$ cat src/rtl/fft8_seq_pkg.sv
// Shared definitions for the 8-point frame sequencer: state encoding, sizes,
// and the W8 twiddle table expressed as integer/root-half coefficient pairs.
package fft8_seq_pkg;

   localparam int N_PTS  = 8;
   localparam int IDX_W  = 3;
   // root(1/2) is applied as (v*181 + 128) >>> 8, i.e. rounded to nearest
   localparam int TW_K   = 181;
   localparam int TW_RND = 128;
   localparam int TW_SH  = 8;

   typedef enum logic [1:0] {
      LOAD    = 2'd0,
      COMPUTE = 2'd1,
      DRAIN   = 2'd2
   } state_e;

   // W8^m = (re_a + re_b*c) + j(im_a + im_b*c), c = root(1/2), coefficients in {-1,0,1}
   typedef struct packed {
      logic signed [1:0] re_a;
      logic signed [1:0] re_b;
      logic signed [1:0] im_a;
      logic signed [1:0] im_b;
   } tw_t;

   function automatic tw_t twiddle(input logic [IDX_W-1:0] m);
      tw_t t;
      t = '0;
      case (m)
         3'd0: t.re_a = 2'sd1;
         3'd1: begin t.re_b = 2'sd1;  t.im_b = -2'sd1; end
         3'd2: t.im_a = -2'sd1;
         3'd3: begin t.re_b = -2'sd1; t.im_b = -2'sd1; end
         3'd4: t.re_a = -2'sd1;
         3'd5: begin t.re_b = -2'sd1; t.im_b = 2'sd1;  end
         3'd6: t.im_a = 2'sd1;
         3'd7: begin t.re_b = 2'sd1;  t.im_b = 2'sd1;  end
      endcase
      return t;
   endfunction

endpackage

$ cat src/rtl/fft8.sv
// Combinational 8-point DFT of unsigned real samples; results wrap modulo 2^DW.
// Root-half terms are summed per bin component first, then scaled once with rounding.
module fft8
   import fft8_seq_pkg::*;
#(
   parameter int DW = 4
) (
   input  logic [N_PTS-1:0][DW-1:0] x,
   output logic [N_PTS-1:0][DW-1:0] y_re,
   output logic [N_PTS-1:0][DW-1:0] y_im
);

   localparam int AW = DW + 16;

   function automatic logic signed [AW-1:0] tmul(input logic signed [AW-1:0] v,
                                                 input logic signed [1:0]    c);
      if (c == 2'sd1)
         return v;
      else if (c == -2'sd1)
         return -v;
      else
         return '0;
   endfunction

   function automatic logic signed [AW-1:0] scale_c(input logic signed [AW-1:0] v);
      logic signed [AW-1:0] p;
      p = v * $signed(AW'(TW_K)) + $signed(AW'(TW_RND));
      return p >>> TW_SH;
   endfunction

   logic signed [AW-1:0] re_a, re_b, im_a, im_b, xv, sum_re, sum_im;
   tw_t                  tw;

   always_comb begin
      y_re   = '0;
      y_im   = '0;
      re_a   = '0;
      re_b   = '0;
      im_a   = '0;
      im_b   = '0;
      xv     = '0;
      sum_re = '0;
      sum_im = '0;
      tw     = '0;
      for (int k = 0; k < N_PTS; k++) begin
         re_a = '0;
         re_b = '0;
         im_a = '0;
         im_b = '0;
         for (int n = 0; n < N_PTS; n++) begin
            tw   = twiddle(IDX_W'(n * k));
            xv   = $signed({{(AW-DW){1'b0}}, x[n]});
            re_a = re_a + tmul(xv, tw.re_a);
            re_b = re_b + tmul(xv, tw.re_b);
            im_a = im_a + tmul(xv, tw.im_a);
            im_b = im_b + tmul(xv, tw.im_b);
         end
         sum_re  = re_a + scale_c(re_b);
         sum_im  = im_a + scale_c(im_b);
         y_re[k] = sum_re[DW-1:0];
         y_im[k] = sum_im[DW-1:0];
      end
   end

endmodule

$ cat src/rtl/fft8_frame_seq.sv
// Collects 8 samples, waits SETTLE cycles for the fft8 core, then streams 8 bins.
// Bin 0 appears 8+SETTLE cycles after the first sample; bins hold while out_ready is low.
module fft8_frame_seq
   import fft8_seq_pkg::*;
#(
   parameter int DW     = 4,
   parameter int SETTLE = 1
) (
   input  logic             clk,
   input  logic             rst,
   input  logic             in_valid,
   output logic             in_ready,
   input  logic [DW-1:0]    in_data,
   output logic             out_valid,
   input  logic             out_ready,
   output logic [DW-1:0]    out_re,
   output logic [DW-1:0]    out_im,
   output logic [IDX_W-1:0] out_idx,
   output logic             busy,
   output logic             frame_done
);

   localparam int SW = 4;

   state_e                    state_q, state_d;
   logic [IDX_W-1:0]          cnt_q, cnt_d;
   logic [IDX_W-1:0]          idx_q, idx_d;
   logic [SW-1:0]             settle_q, settle_d;
   logic [N_PTS-1:0][DW-1:0]  samp_q, samp_d;
   logic [N_PTS-1:0][DW-1:0]  res_re_q, res_re_d;
   logic [N_PTS-1:0][DW-1:0]  res_im_q, res_im_d;
   logic [N_PTS-1:0][DW-1:0]  fft_re, fft_im;

   fft8 #(.DW(DW)) u_fft8 (
      .x    (samp_q),
      .y_re (fft_re),
      .y_im (fft_im)
   );

   always_ff @(posedge clk or posedge rst) begin
      if (rst) begin
         state_q  <= LOAD;
         cnt_q    <= '0;
         idx_q    <= '0;
         settle_q <= '0;
         samp_q   <= '0;
         res_re_q <= '0;
         res_im_q <= '0;
      end else begin
         state_q  <= state_d;
         cnt_q    <= cnt_d;
         idx_q    <= idx_d;
         settle_q <= settle_d;
         samp_q   <= samp_d;
         res_re_q <= res_re_d;
         res_im_q <= res_im_d;
      end
   end

   always_comb begin
      state_d    = state_q;
      cnt_d      = cnt_q;
      idx_d      = idx_q;
      settle_d   = settle_q;
      samp_d     = samp_q;
      res_re_d   = res_re_q;
      res_im_d   = res_im_q;
      in_ready   = 1'b0;
      out_valid  = 1'b0;
      frame_done = 1'b0;
      case (state_q)
         LOAD: begin
            in_ready = 1'b1;
            if (in_valid) begin
               samp_d[cnt_q] = in_data;
               cnt_d         = cnt_q + 1'b1;
               if (cnt_q == IDX_W'(N_PTS - 1)) begin
                  state_d  = COMPUTE;
                  cnt_d    = '0;
                  settle_d = SW'(SETTLE);
               end
            end
         end
         COMPUTE: begin
            // samples are frozen here, so the core output is stable by the last settle cycle
            if (settle_q <= SW'(1)) begin
               res_re_d = fft_re;
               res_im_d = fft_im;
               settle_d = '0;
               state_d  = DRAIN;
            end else begin
               settle_d = settle_q - 1'b1;
            end
         end
         DRAIN: begin
            out_valid = 1'b1;
            if (out_ready) begin
               idx_d = idx_q + 1'b1;
               if (idx_q == IDX_W'(N_PTS - 1)) begin
                  frame_done = 1'b1;
                  idx_d      = '0;
                  state_d    = LOAD;
               end
            end
         end
         default: state_d = LOAD;
      endcase
   end

   assign out_re  = res_re_q[idx_q];
   assign out_im  = res_im_q[idx_q];
   assign out_idx = idx_q;
   assign busy    = (state_q != LOAD) || (cnt_q != '0);

endmodule

$ cat config.mk
export PLATFORM = sky130hd
export DESIGN_NAME = fft8_frame_seq
export DESIGN_NICKNAME = d
export VERILOG_FILES = /design/src/rtl/fft8_seq_pkg.sv /design/src/rtl/fft8.sv /design/src/rtl/fft8_frame_seq.sv
export SDC_FILE = /design/constraint.sdc
export NUM_CORES = 1
export LEC_CHECK = 0
export CORE_ASPECT_RATIO = 1.5
export CORE_MARGIN = 4
export CORE_UTILIZATION = 40
export CTS_CLUSTER_DIAMETER = 50
export DETAILED_ROUTE_END_ITERATION = 7
export HOLD_SLACK_MARGIN = 0.06
export PLACE_DENSITY = 0.58
export RECOVER_POWER = 50
export SETUP_SLACK_MARGIN = 0.05
export SLEW_MARGIN = 0
export SYNTH_ARGS = -nofsm -noshare
export SYNTH_HDL_FRONTEND = slang
export SYNTH_SLANG_ARGS = --single-unit
export TNS_END_PERCENT = 5
$ cat constraint.sdc
create_clock -name clk -period 21 [get_ports clk]
set_input_delay 2.1 -clock clk [delete_from_list [all_inputs] [get_ports clk]]
set_output_delay 2.1 -clock clk [all_outputs]
set_load 0.02 [all_outputs]
## Word-level counts from Yosys, hierarchy flattened

Index checks and enable logic that the tools add are counted.

| operators by class | value |
|---|---|
| $lt $le $gt $ge | 4 |
| multiply operators | 4 |
| multiplexer cells | 24 |
| eq/ne operators | 9 |
| add/sub/neg operators | 56 |
| reductions and logical operators | 11 |

Operators by type and width:

| cell | count |
|---|---|
| $add 4x4->4 | 30 |
| $add 20x5->20 | 5 |
| $add 20x20->20 | 4 |
| $mul 20x9->12 const B | 4 |
| $neg 4->20 | 4 |
| $add 12x9->12 const B | 4 |
| $bwmux 32 | 1 |
| $bmux 4 s3 | 2 |
| $mux 4 | 6 |
| $add 5x20->20 | 1 |
| $add 6x20->20 | 1 |
| $demux 4 s3 | 1 |
| $neg 4->4 | 3 |
| $mux 2 | 5 |
| $ne 2x2->1 const B | 5 |
| $lt 3x4->1 const B | 2 |
| $pmux 4 s2 | 1 |
| $add 3x1->3 const B | 2 |
| $eq 3x3->1 const B | 2 |
| $mux 3 | 2 |
| $pmux 2 s3 | 1 |
| $reduce_and 2->1 | 3 |
| $add 4x4->5 | 1 |
| $mux 1 | 5 |
| other kinds (12) | 13 |

| storage, ports and cells | value |
|---|---|
| register bits after elaboration | 88 |
| output and inout port bits | 15 |

## Logic depth before layout (Yosys ltp)

Gate-level depths: netlist of the first run.

| logic depth | value |
|---|---|
| depth in word-level cells | 8 |
| mapped depth | 38 |
| gate-level depth less buffers | 37 |

## Hierarchy

From an unflattened synthesis of the first run, not the netlist that was laid out.

| unflattened totals | value |
|---|---|
| cell total of the unflattened synthesis | 1,315 |
| area, all modules | 14,437.6 um^2 |

By module, submodules not included:

| module | times used | area an instance (um^2) | cells each | seq. area each (um^2) |
|---|---|---|---|---|
| fft8 | 1 | 9,643.0 | 1,012 | 0.0 |
| fft8_frame_seq | 1 | 4,794.6 | 303 | 2,702.6 |

## Least setup slack after synthesis of the first run

No wires, ideal clock.

| timing | value |
|---|---|
| path type | reg2reg |
| start | register samp_q[13] (netlist bit) |
| end | register res_re_q[31] (netlist bit) |
| period minus slack after synthesis | 8.179 ns |
| data arrival time | 8.057 ns |
| required time | 20.879 ns |
| stages on the path, launching flop included | 37 |
| setup slack | 12.821 ns |
| path through | dfrtp_1 -> inv_1 -> ha_1 -> buf_2 -> xor2_1 -> ha_1 -> a21oi_1 -> xnor2_1 -> fa_1 -> ha_1 -> a211oi_1 -> o21bai_1 -> a21oi_1 -> xnor2_1 -> ha_1 -> inv_1 -> fa_1 -> inv_1 -> ha_1 -> fa_1 -> inv_1 -> fa_1 -> inv_1 -> ha_1 -> a41o_1 -> a21oi_1 -> inv_1 -> a21oi_1 -> xnor2_1 -> ha_1 -> a21oi_1 -> xnor2_1 -> xnor2_1 -> xnor3_1 -> xnor3_1 -> xnor2_1 -> o21ai_1 |

| on the way | value |
|---|---|
| longest elaborated chain between the ends | 7 |

Ends and longest elaborated chain:

| what | line | text |
|---|---|---|
| start, declared | fft8_frame_seq.sv:29 | `logic [N_PTS-1:0][DW-1:0] samp_q, samp_d;` |
| start signal, assigned | fft8_frame_seq.sv:54 | `samp_q <= samp_d;` |
| $neg 4->20 | n/a |  |
| $add 5x20->20 | fft8.sv:54 | `re_b = re_b + tmul(xv, tw.re_b);` |
| $add 20x20->20 | fft8.sv:54 |  |
| $add 20x5->20 | fft8.sv:54 |  |
| $mul 20x9->12 | fft8.sv:27 | `p = v * $signed(AW'(TW_K)) + $signed(AW'(TW_RND));` |
| $add 12x9->12 | fft8.sv:27 |  |
| $add 4x4->4 | fft8.sv:58 | `sum_re = re_a + scale_c(re_b);` |
| end signal, assigned | fft8_frame_seq.sv:55 | `res_re_q <= res_re_d;` |
| end, declared | fft8_frame_seq.sv:30 | `logic [N_PTS-1:0][DW-1:0] res_re_q, res_re_d;` |

Every way passes these cells.
A chain may end at the register's enable or synchronous reset.

## Worst setup path in the final report of the first run

Ends and elaborated chain as after synthesis.

==> results of run 1 <==
==> cell usage after synthesis, types with 3 or more instances <==
| cell type | n | area [µm²] |
|---|---|---|
| sky130_fd_sc_hd__mux4_2 | 11 | 248 |
| sky130_fd_sc_hd__a21oi_1 | 56 | 280 |
| sky130_fd_sc_hd__xnor3_1 | 6 | 135 |
| sky130_fd_sc_hd__buf_2 | 4 | 20.0 |
| sky130_fd_sc_hd__fa_1 | 132 | 2640 |
| sky130_fd_sc_hd__nand2_1 | 113 | 424 |
| sky130_fd_sc_hd__nor3_1 | 15 | 75.1 |
| sky130_fd_sc_hd__nand3_1 | 7 | 35.0 |
| sky130_fd_sc_hd__nand2b_1 | 3 | 18.8 |
| sky130_fd_sc_hd__mux2i_1 | 5 | 50.1 |
| sky130_fd_sc_hd__and2_1 | 3 | 18.8 |
| sky130_fd_sc_hd__nand3b_1 | 3 | 22.5 |
| sky130_fd_sc_hd__dfrtp_1 | 85 | 2130 |
| sky130_fd_sc_hd__clkbuf_1 | 14 | 52.6 |
| sky130_fd_sc_hd__nor2b_1 | 6 | 37.5 |
| sky130_fd_sc_hd__a21o_1 | 29 | 218 |
| sky130_fd_sc_hd__ha_1 | 252 | 3150 |
| sky130_fd_sc_hd__xnor2_1 | 131 | 1150 |
| sky130_fd_sc_hd__nor4b_1 | 3 | 26.3 |
| sky130_fd_sc_hd__a211oi_1 | 4 | 30.0 |
| sky130_fd_sc_hd__o21ai_1 | 35 | 175 |
| sky130_fd_sc_hd__inv_1 | 227 | 852 |
| sky130_fd_sc_hd__nand4_1 | 4 | 25.0 |
| sky130_fd_sc_hd__xor2_1 | 29 | 254 |
| sky130_fd_sc_hd__nor3b_1 | 3 | 22.5 |
| sky130_fd_sc_hd__mux2_2 | 32 | 360 |
| sky130_fd_sc_hd__o21a_1 | 9 | 67.6 |
| sky130_fd_sc_hd__and3_1 | 3 | 18.8 |
| sky130_fd_sc_hd__o211ai_1 | 3 | 22.5 |
| sky130_fd_sc_hd__or3_1 | 3 | 18.8 |
| sky130_fd_sc_hd__o21ai_0 | 21 | 105 |
| sky130_fd_sc_hd__o31a_1 | 3 | 26.3 |
| sky130_fd_sc_hd__nor2_1 | 35 | 131 |
| sky130_fd_sc_hd__o21bai_1 | 7 | 52.6 |
==> logic make-up after synthesis <==
group,Yosys count
AND/OR/NAND/NOR,213
adder cells (fa/ha/maj),385
buffers and inverters,250
XOR/XNOR,169
multiplexers,49
AO/OA/AOI/OAI,184
flip-flops,85
==> tightest hold or removal path, cell delays in order, from the launching register on <==
cell and delay, ps:
sky130_fd_sc_hd__dfrtp_1 340, sky130_fd_sc_hd__nand2_1 50, sky130_fd_sc_hd__nand2_1 50
==> cell usage in the layout (no fill, tap or decap), drive strengths merged, types with 33 or more instances in the layout <==
cell   synthesis  final
a21oi         57     57
dfrtp         85     85
fa           132    132
ha           252    252
inv          229    229
mux2          33     33
nand2        113    113
nor2          35     35
o21ai         56     56
xnor2        132    132
==> per-layer routing <==
layer	vias up	track usage, %	share of wire, %
met5	-	0	0
met4	0	4.07	2.0
met3	34	1.08	1.4
met2	97	33.7	56
met1	4493	20.4	41
li1	4448	-	-
==> final timing paths <==
kind                                    startpoint                  endpoint  cells after the start
setup / recovery            samp_q[13]$_DFFE_PP0P_  res_re_q[31]$_DFFE_PP0P_                     35
hold / removal             res_im_q[5]$_DFFE_PP0P_   res_im_q[5]$_DFFE_PP0P_                      2
setup reg to reg            samp_q[13]$_DFFE_PP0P_  res_re_q[31]$_DFFE_PP0P_                     35
hold reg to reg            res_im_q[5]$_DFFE_PP0P_   res_im_q[5]$_DFFE_PP0P_                      2
max in group asynchronous                      rst   res_re_q[2]$_DFFE_PP0P_                      3
min in group asynchronous                      rst     samp_q[8]$_DFFE_PP0P_                      2
==> flip-flops by register name, indices dropped and copies added (netlist names) <==
signal	cells
cnt_q	3
out_idx	3
res_im_q	21
res_re_q	20
samp_q	32
settle_q	4
state_q	2
==> per-stage QoR <==
step | hold WS (ps) | util (%) | instances
final | 470 | 43.6 | 1771
after global routing | 496 | 43.6 | 1771
after CTS | 479 | 43.6 | 1771
after detailed placement | 463 | 42.7 | 1756
after global placement | 458 | 42.7 | 1756
after floorplan | 440 | - | 1335
==> final cells by class <==
cell class,count,area (µm²)
Clock buffer,9,225
Multi-Input combinational cell,1000,10200
Clock inverter,6,87.6
Inverter,229,861
Timing Repair Buffer,27,250
Fill cell,3154,18500
Tap cell,415,519
Sequential cell,85,2130
==> summary.txt, run 1 <==
layout-stage area growth over the synthesis result: 7.47%
IO Count: 23
final-layout setup total negative slack: 0 ps
clock sink count: 85
antenna-violating nets left: 0
Post-Synth XOR/XNOR Area: 12.0%
remaining design rule violation count: 0
Setup violations, final: 0
synthesized cell area: 0.0133 mm²
DPL Wire Length: 25,800 µm
starting density of the core: 40.6%
core area: 0.0327 mm²
Final Max Slew Viols: 128
worst min path class: reg2reg
number of buffers inserted during clock tree synthesis: 9
wire length per cell after detailed routing: 17.0 µm
Critical Path Max Stage Delay: 550 ps
Placement Cell Area: 0.0140 mm²
final clock period utilization by the worst path: 42.6%
Worst Path Buf+Inv: 6
floorplan die area: 0.0362 mm²
share of synthesized cell area in and, or, nand and nor gates: 7.35%
proportion of synthesized chip area in sequential cells: 16.0%
Setup crit start kind: flop
count of state elements after synthesis: 85
CP Data Required Time: 21,120 ps
Clock Root Buffer: sky130_fd_sc_hd__clkbuf_16
Largest delay share family, worst path: adder cells
measured slew at the worst slew-check pin: 3410 ps
initial drt markers: 347
final hold vios: 0
Placer Congestion: 0.937
Fin Clk Skew: 19.2 ps
Placement Setup Slack: 12,120 ps
Slowest-stage cell, CP: sky130_fd_sc_hd__dfrtp_1
total number of vias: 9,072
fraction of layout cells with a size suffix above 1: 5.60%
outcome: complete, but fails checks
overall overflow remaining after global route: 0
worst-path maximum fanout: 8
CTS HTree Levels: 3
global-route total usage across every layer: 17.3%
via density per instance: 5.12
data arrival time at the worst-slack endpoint: 9060 ps
number of antenna violations at the first check in global routing: 0
Synth async-reset ratio: 100%
net count reported at finish: 1,744
largest net degree at the start of global routing: 69
dominant combinational cell family by area after synthesis: adder cells
adder and majority cell fraction of the synthesized area: 43.7%
Yosys cell types: 68
wire length of the first global-routing pass: 50,200 µm
die height: 231 µm
# hold bufs at CTS: 0
max capacitance violation total: 2
clock period minus final worst setup slack: 8950 ps
tightest slew margin relative to the limit: -128%
flop-to-flop setup slack: 12,050 ps
synthesis warning total: 0
number of enable flip-flop cells after synthesis: 0
number of antenna repair diodes: 0
clock transition at the register clock pins on the worst setup and hold paths after CTS: 70 ps
Critical Path End Type: flop
summed area of non-filler cells in the final layout: 0.0143 mm²
fmax: 112 MHz
aggregate routed wire length: 30,000 µm
Gate Count Post-Synth: 1,335
Site Rows: 81
drt pass-1 iters: 5
Setup CP Type: reg2reg
buffer depth of the longest clock path: 2
Avg Inst Size Synth: 9.94 µm²
clock tree from TritonCTS: yes
Die X: 157 µm
multiplexer fraction of the synthesized cell area: 5.04%
RSZ-0062 raised after global routing: false
Net Count, Synth: 1,727
post-CTS repair timing setup buffer count: 0
via count of the first global-routing pass: 9,717
post-synthesis compound-gate area fraction: 8.68%
commonest register cell after synthesis: sky130_fd_sc_hd__dfrtp_1
Worst Setup Slack, final: 12,050 ps
Port Buffer Count: 22
insertion delay of the later-clocked pin in the worst-skew pair: 340 ps
PostCTS Resize Cnt: 0
violated checks: max-capacitance violations, max-slew violations
Power of run 1 is left out: the tool's default activity adds up to more than one toggle a clock period on the data nets, which glitch-free logic cannot reach.
==> inputs of run 2 (changes only) <==
==> constraint.sdc (replaced) <==
create_clock -name clk -period 8.25 [get_ports clk]
set_input_delay 0.825 -clock clk [delete_from_list [all_inputs] [get_ports clk]]
set_output_delay 0.825 -clock clk [all_outputs]
set_load 0.02 [all_outputs]
==> run 2 against run 1 <==
  * The run still ends with max-capacitance violations, max-slew violations left
  * Fmax grew 15%
  * Wire length grew 1.9%
  * Worst hold slack gained 7.6 ps
  * Sequential share of layout area shrank 0.67 points
  * Cell count grew 3.3%
  * Critical path type unchanged
  * Highest routed layer unchanged
==> summary.txt, run 2 (synthesis gave the netlist of run 1 again) <==
outcome: complete, but fails checks (unchanged)
violated checks: max-capacitance violations, max-slew violations (unchanged)
endpoint of the lowest-slack register-to-register path: res_re_q[23]$_DFFE_PP0P_ (was res_re_q[31]$_DFFE_PP0P_)
overall overflow remaining after global route: 0 (unchanged)
number of antenna repair diodes: 0 (unchanged)
worst-path maximum fanout: 6 (was 8)
Setup CP Type: reg2reg (unchanged)
Final Max Slew Viols: 67 (was 128)
commonest non-fill, non-tap cell in the layout: sky130_fd_sc_hd__ha_1 (unchanged)
commonest cells after routing, fill and taps aside: sky130_fd_sc_hd__ha_1 (244), sky130_fd_sc_hd__inv_1 (224), sky130_fd_sc_hd__fa_1 (131) (was sky130_fd_sc_hd__ha_1 (252), sky130_fd_sc_hd__inv_1 (226), sky130_fd_sc_hd__fa_1 (132))
IO Count: 23 (unchanged)
Critical Path Max Stage Delay: 530 ps (was 550 ps)
number of buffers inserted during clock tree synthesis: 9 (unchanged)
final clock period utilization by the worst path: 94.2% (was 42.6%)
layout-stage area growth over the synthesis result: 12.5% (was 7.47%)
number of cells after detailed placement: 1,813 (was 1,756)
clock sink count: 85 (unchanged)
Slowest-stage cell, CP: sky130_fd_sc_hd__fa_1 (was sky130_fd_sc_hd__dfrtp_1)
flop-to-flop setup slack: 480 ps (was 12,050 ps)
Worst Path Buf+Inv: 6 (unchanged)
buffer depth of the longest clock path: 2 (unchanged)
Met1 Routed Length: 12,400 µm (was 12,200 µm)
clock transition at the register clock pins on the worst setup and hold paths after CTS: 70 ps (about the same)
CP Data Required Time: 8520 ps (was 21,120 ps)
Largest Register: samp_q (unchanged)
number of antenna violations at the first check in global routing: 0 (unchanged)
CTS HTree Levels: 3 (unchanged)
leading registers by flop count: samp_q: 32 flops, res_im_q: 21 flops, res_re_q: 20 flops (unchanged)
clock period minus final worst setup slack: 7770 ps (was 8950 ps)
data arrival time at the worst-slack endpoint: 8040 ps (was 9060 ps)
largest net degree at the start of global routing: 68 (was 69)
measured slew at the worst slew-check pin: 3790 ps (was 3410 ps)
final hold vios: 0 (unchanged)
via count of the first global-routing pass: 9,927 (was 9,717)
insertion delay of the later-clocked pin in the worst-skew pair: 350 ps (was 340 ps)
most frequent cell on the critical path: sky130_fd_sc_hd__xnor2_1
total number of vias: 9,198 (was 9,072)
core area: 0.0327 mm² (unchanged)
clock tree from TritonCTS: yes (unchanged)
total length of routed met3 wires: 455 µm (was 418 µm)
wire length of the first global-routing pass: 51,000 µm (was 50,200 µm)
initial drt markers: 297 (was 347)
fmax: 129 MHz (was 112 MHz)
Placer Congestion: 0.860 (was 0.937)
Fin Clk Skew: 13.9 ps (was 19.2 ps)
remaining design rule violation count: 0 (unchanged)
summed area of non-filler cells in the final layout: 0.0149 mm² (was 0.0143 mm²)
wire length per cell after detailed routing: 16.7 µm (was 17.0 µm)
max capacitance violation total: 1 (was 2)
endpoint of the most critical setup path: res_re_q[23]$_DFFE_PP0P_ (was res_re_q[31]$_DFFE_PP0P_)
DPL Wire Length: 26,200 µm (was 25,800 µm)
antenna-violating nets left: 0 (unchanged)
drt pass-1 iters: 5 (unchanged)
Critical Path Stages: 34 (was 35)
Site Rows: 81 (unchanged)
Placement Cell Area: 0.0144 mm² (was 0.0140 mm²)
Detail Route met2 WL: 16,900 µm (was 16,800 µm)
starting density of the core: 40.6% (unchanged)
net count reported at finish: 1,802 (was 1,744)
floorplan die area: 0.0362 mm² (unchanged)
Setup violations, final: 0 (unchanged)
max reg flops: 32 (unchanged)
tightest slew margin relative to the limit: -153% (was -128%)
final design utilization: 45.6% (was 43.6%)
non-filler instance count after layout: 1,829 (was 1,771)
Critical Path End Type: flop (unchanged)
via density per instance: 5.03 (was 5.12)
aggregate routed wire length: 30,600 µm (was 30,000 µm)
origin of the critical flop-to-flop path: samp_q[12]$_DFFE_PP0P_ (was samp_q[13]$_DFFE_PP0P_)
final-layout setup total negative slack: 0 ps (unchanged)
number of cells traversed by the worst register-to-register path: 34 (was 35)
global-route total usage across every layer: 17.5% (was 17.3%)
die height: 231 µm (unchanged)
Die X: 157 µm (unchanged)
worst min path class: reg2reg (unchanged)
Setup crit start kind: flop (unchanged)
Port Buffer Count: 22 (unchanged)
Largest delay share family, worst path: adder cells (unchanged)
worst setup path startpoint: samp_q[12]$_DFFE_PP0P_ (was samp_q[13]$_DFFE_PP0P_)
RSZ-0062 raised after global routing: true (was false)
Clock Root Buffer: sky130_fd_sc_hd__clkbuf_16 (unchanged)
highest routed layer: met4 (unchanged)
fraction of layout cells with a size suffix above 1: 12.3% (was 5.60%)
==> run 2: changes by cell type in the layout (fill, tap and decap cells not counted), moves of 6 or more <==
cell,change
sky130_fd_sc_hd__a21oi_1,-9
sky130_fd_sc_hd__a21oi_2,+8
sky130_fd_sc_hd__buf_4,+59
sky130_fd_sc_hd__ha_1,-8
sky130_fd_sc_hd__ha_4,+6
sky130_fd_sc_hd__xnor2_1,-11
sky130_fd_sc_hd__xnor2_2,+11
==> run 2: repair_timing <==
item,in CTS,in global routing
setup endpoints to repair,1,5
resized for setup,4,36
pin swaps,1,12
buffers inserted,1,0
hold buffers,0,0
==> run 2: per-stage QoR <==
stage	setup WS [ps]	hold slack, ps
6_report	480	478
5_1_grt	2.46	494
4_1_cts	57.5	480
3_5_place_dp	-119	463
3_3_place_gp	71.7	454
2_1_floorplan	71.4	440
==> run 2: how the worst min path moves through the flow <==
stage | start | to | slack, ps | depth (start not counted)
after floorplan | res_im_q[20]$_DFFE_PP0P_ | res_im_q[20]$_DFFE_PP0P_ | 440 | 2
after global placement | res_im_q[21]$_DFFE_PP0P_ | res_im_q[21]$_DFFE_PP0P_ | 450 | 2
after detailed placement | res_im_q[21]$_DFFE_PP0P_ | res_im_q[21]$_DFFE_PP0P_ | 460 | 2
after CTS | res_re_q[18]$_DFFE_PP0P_ | res_re_q[18]$_DFFE_PP0P_ | 480 | 2
after global routing | res_re_q[18]$_DFFE_PP0P_ | res_re_q[18]$_DFFE_PP0P_ | 490 | 2
final | res_im_q[25]$_DFFE_PP0P_ | res_im_q[25]$_DFFE_PP0P_ | 480 | 2
==> run 2: final cells by class <==
class	instances	area [µm²]
Tap cell	415	519
Clock buffer	9	225
Sequential cell	85	2130
Multi-Input combinational cell	1000	10400
Clock inverter	6	71.3
Fill cell	3103	17800
Timing Repair Buffer	85	689
Inverter	229	861
==> run 2: metal layers <==
layer,vias up,GRT usage [%]
met5,-,0
met4,0,5.21
met3,51,1.20
met2,101,33.4
met1,4478,20.7
li1,4568,-
==> run 2: worst min-delay path, stage by stage (launching register included) <==
cell,delay [ps]
sky130_fd_sc_hd__dfrtp_1,340
sky130_fd_sc_hd__nand2_1,50
sky130_fd_sc_hd__nand2_1,50
Power of run 2 is left out for the same reason.
==> inputs of run 3 (changes only) <==
--- a/config.mk
+++ b/config.mk
@@ -5,8 +5,9 @@
 export SDC_FILE = /design/constraint.sdc
 export NUM_CORES = 1
 export LEC_CHECK = 0
+export CAP_MARGIN = 0
 export CORE_ASPECT_RATIO = 1.5
-export CORE_MARGIN = 4
+export CORE_MARGIN = 2
 export CORE_UTILIZATION = 40
 export CTS_CLUSTER_DIAMETER = 50
 export DETAILED_ROUTE_END_ITERATION = 7
==> run 3 against run 2 <==
  * The flow still finishes with violations (max-capacitance violations, max-slew violations)
  * Utilization increased by 0.14 points
  * Worst hold slack got worse by 3.6 ps
  * Wire length decreased by 0.33%
  * Non-clock buffer count increased by 3
  * Critical path depth decreased by 3
==> summary.txt, run 3 (synthesis gave the netlist of run 1 again) <==
initial drt markers: 330 (was 297)
Setup violations, final: 0 (unchanged)
final hold vios: 0 (unchanged)
largest net degree at the start of global routing: 69 (was 68)
Worst Setup Slack, final: 391 ps (was 480 ps)
Setup CP Type: reg2reg (unchanged)
commonest cells after routing, fill and taps aside: sky130_fd_sc_hd__ha_1 (246), sky130_fd_sc_hd__inv_1 (224), sky130_fd_sc_hd__fa_1 (132) (was sky130_fd_sc_hd__ha_1 (244), sky130_fd_sc_hd__inv_1 (224), sky130_fd_sc_hd__fa_1 (131))
fmax: 127 MHz (was 129 MHz)
Setup crit start kind: flop (unchanged)
violated checks: max-capacitance violations, max-slew violations (unchanged)
core area: 0.0326 mm² (was 0.0327 mm²)
final design utilization: 45.8% (was 45.6%)
via count of the first global-routing pass: 9,924 (was 9,927)
summed area of non-filler cells in the final layout: 0.0149 mm² (unchanged)
worst min path class: reg2reg (unchanged)
Largest Register: samp_q (unchanged)
Clock Root Buffer: sky130_fd_sc_hd__clkbuf_16 (unchanged)
leading registers by flop count: samp_q: 32 flops, res_im_q: 21 flops, res_re_q: 20 flops (unchanged)
clock transition at the register clock pins on the worst setup and hold paths after CTS: 70 ps (about the same)
Final Max Slew Viols: 88 (was 67)
drt pass-1 iters: 4 (was 5)
total number of vias: 9,207 (was 9,198)
clock period minus final worst setup slack: 7860 ps (was 7770 ps)
RSZ-0062 raised after global routing: true (unchanged)
Slowest-stage cell, CP: sky130_fd_sc_hd__xnor2_1 (was sky130_fd_sc_hd__fa_1)
# hold bufs at CTS: 0 (unchanged)
most frequent cell on the critical path: sky130_fd_sc_hd__xnor2_1 (unchanged)
Worst Hold Margin: 474 ps (was 478 ps)
remaining design rule violation count: 0 (unchanged)
insertion delay of the later-clocked pin in the worst-skew pair: 340 ps (was 350 ps)
Fin Clk Skew: 8.76 ps (was 13.9 ps)
number of buffers inserted during clock tree synthesis: 9 (unchanged)
fraction of layout cells with a size suffix above 1: 12.2% (was 12.3%)
global-route total usage across every layer: 18.2% (was 17.5%)
data arrival time at the worst-slack endpoint: 8130 ps (was 8040 ps)
net count reported at finish: 1,805 (was 1,802)
Placer Congestion: 0.845 (was 0.860)
floorplan die area: 0.0347 mm² (was 0.0362 mm²)
Port Buffer Count: 22 (unchanged)
Placement Setup Slack: -90.1 ps (was -119 ps)
filler instances: 3,116 (was 3,103)
CTS HTree Levels: 3 (unchanged)
number of antenna violations at the first check in global routing: 0 (unchanged)
worst-path maximum fanout: 6 (unchanged)
Critical Path End Type: flop (unchanged)
buffer depth of the longest clock path: 2 (unchanged)
commonest non-fill, non-tap cell in the layout: sky130_fd_sc_hd__ha_1 (unchanged)
aggregate routed wire length: 30,500 µm (was 30,600 µm)
max capacitance violation total: 2 (was 1)
wire length of the first global-routing pass: 50,500 µm (was 51,000 µm)
wire length per cell after detailed routing: 16.6 µm (was 16.7 µm)
measured slew at the worst slew-check pin: 2560 ps (was 3790 ps)
tightest slew margin relative to the limit: -70.9% (was -153%)
Die X: 153 µm (was 157 µm)
via density per instance: 5.02 (was 5.03)
starting density of the core: 40.7% (was 40.6%)
die height: 227 µm (was 231 µm)
IO Count: 23 (unchanged)
clock sink count: 85 (unchanged)
number of antenna repair diodes: 0 (unchanged)
Critical Path Max Stage Delay: 610 ps (was 530 ps)
antenna-violating nets left: 0 (unchanged)
clock tree from TritonCTS: yes (unchanged)
layout-stage area growth over the synthesis result: 12.5% (unchanged)
max reg flops: 32 (unchanged)
overall overflow remaining after global route: 0 (unchanged)
final clock period utilization by the worst path: 95.3% (was 94.2%)
min-delay src: res_im_q[20]$_DFFE_PP0P_ (was res_im_q[25]$_DFFE_PP0P_)
Site Rows: 81 (unchanged)
worst setup path startpoint: samp_q[12]$_DFFE_PP0P_ (unchanged)
CP Data Required Time: 8520 ps (about the same)
outcome: complete, but fails checks (unchanged)
DPL Wire Length: 26,100 µm (was 26,200 µm)
origin of the critical flop-to-flop path: samp_q[12]$_DFFE_PP0P_ (unchanged)
Placement Cell Area: 0.0144 mm² (about the same)
[run 3: cell types whose count changed in the layout (fill, tap and decap cells not counted), sizes merged]
cell / change
clkinv: +1
clkbuf: +1
buf: +3
clkinvlp: -1
[run 3: cell type report]
class	instances	area, µm²	share of cell area, %
clock buffers	10	229	1.53
clock inverters	6	71.3	0.478
inverters	229	861	5.76
multi-input cells	1000	10400	69.7
flip-flops and latches	85	2130	14.2
well taps	415	519	3.48
repair buffers	88	712	4.77
[run 3: repair_timing]
item | CTS | global route
hold endpoints to repair | 0 | 0
resized for setup | 4 | 34
pin swaps | 2 | 11
buffers inserted | 0 | 1
setup endpoints to repair | 1 | 6
[run 3: worst paths after layout]
kind / end / slack (ps) / cells after the start
min: res_im_q[20]$_DFFE_PP0P_ / 470 / 2
max reg2reg: res_re_q[23]$_DFFE_PP0P_ / 390 / 31
max: res_re_q[23]$_DFFE_PP0P_ / 390 / 31
min reg2reg: res_im_q[20]$_DFFE_PP0P_ / 470 / 2
min in group asynchronous: res_im_q[14]$_DFFE_PP0P_ / 1400 / 2
max in group asynchronous: samp_q[31]$_DFFE_PP0P_ / 3770 / 3
[run 3: per-layer routing]
| metal | vias up | part of all wire, % | GRT usage (%) |
|---|---|---|---|
| met5 | - | 0 | 0 |
| met4 | 0 | 2.4 | 4.30 |
| met3 | 31 | 1.5 | 1.09 |
| met2 | 89 | 56 | 36.8 |
| met1 | 4519 | 40 | 20.9 |
| li1 | 4568 | - | - |
[run 3: stage by stage]
step / TNS [ps] / std cells
after CTS: 0 / 1832
after floorplan: 0 / 1335
after detailed placement: -90.1 / 1816
after global routing: -20.8 / 1833
after global placement: 0 / 1816
final: 0 / 1833
[run 3: worst max-delay path, delay by kind of cell (launching register included)]
family	cells	cell delay (ps)
adders and majority gates	11	4170
xor gates and xnor gates	8	1820
AOI/OAI and AO/OA	4	600
buffers and inverters	6	590
DFF	1	420
and+or+nand+nor	2	200
Power of run 3 is left out for the same reason.
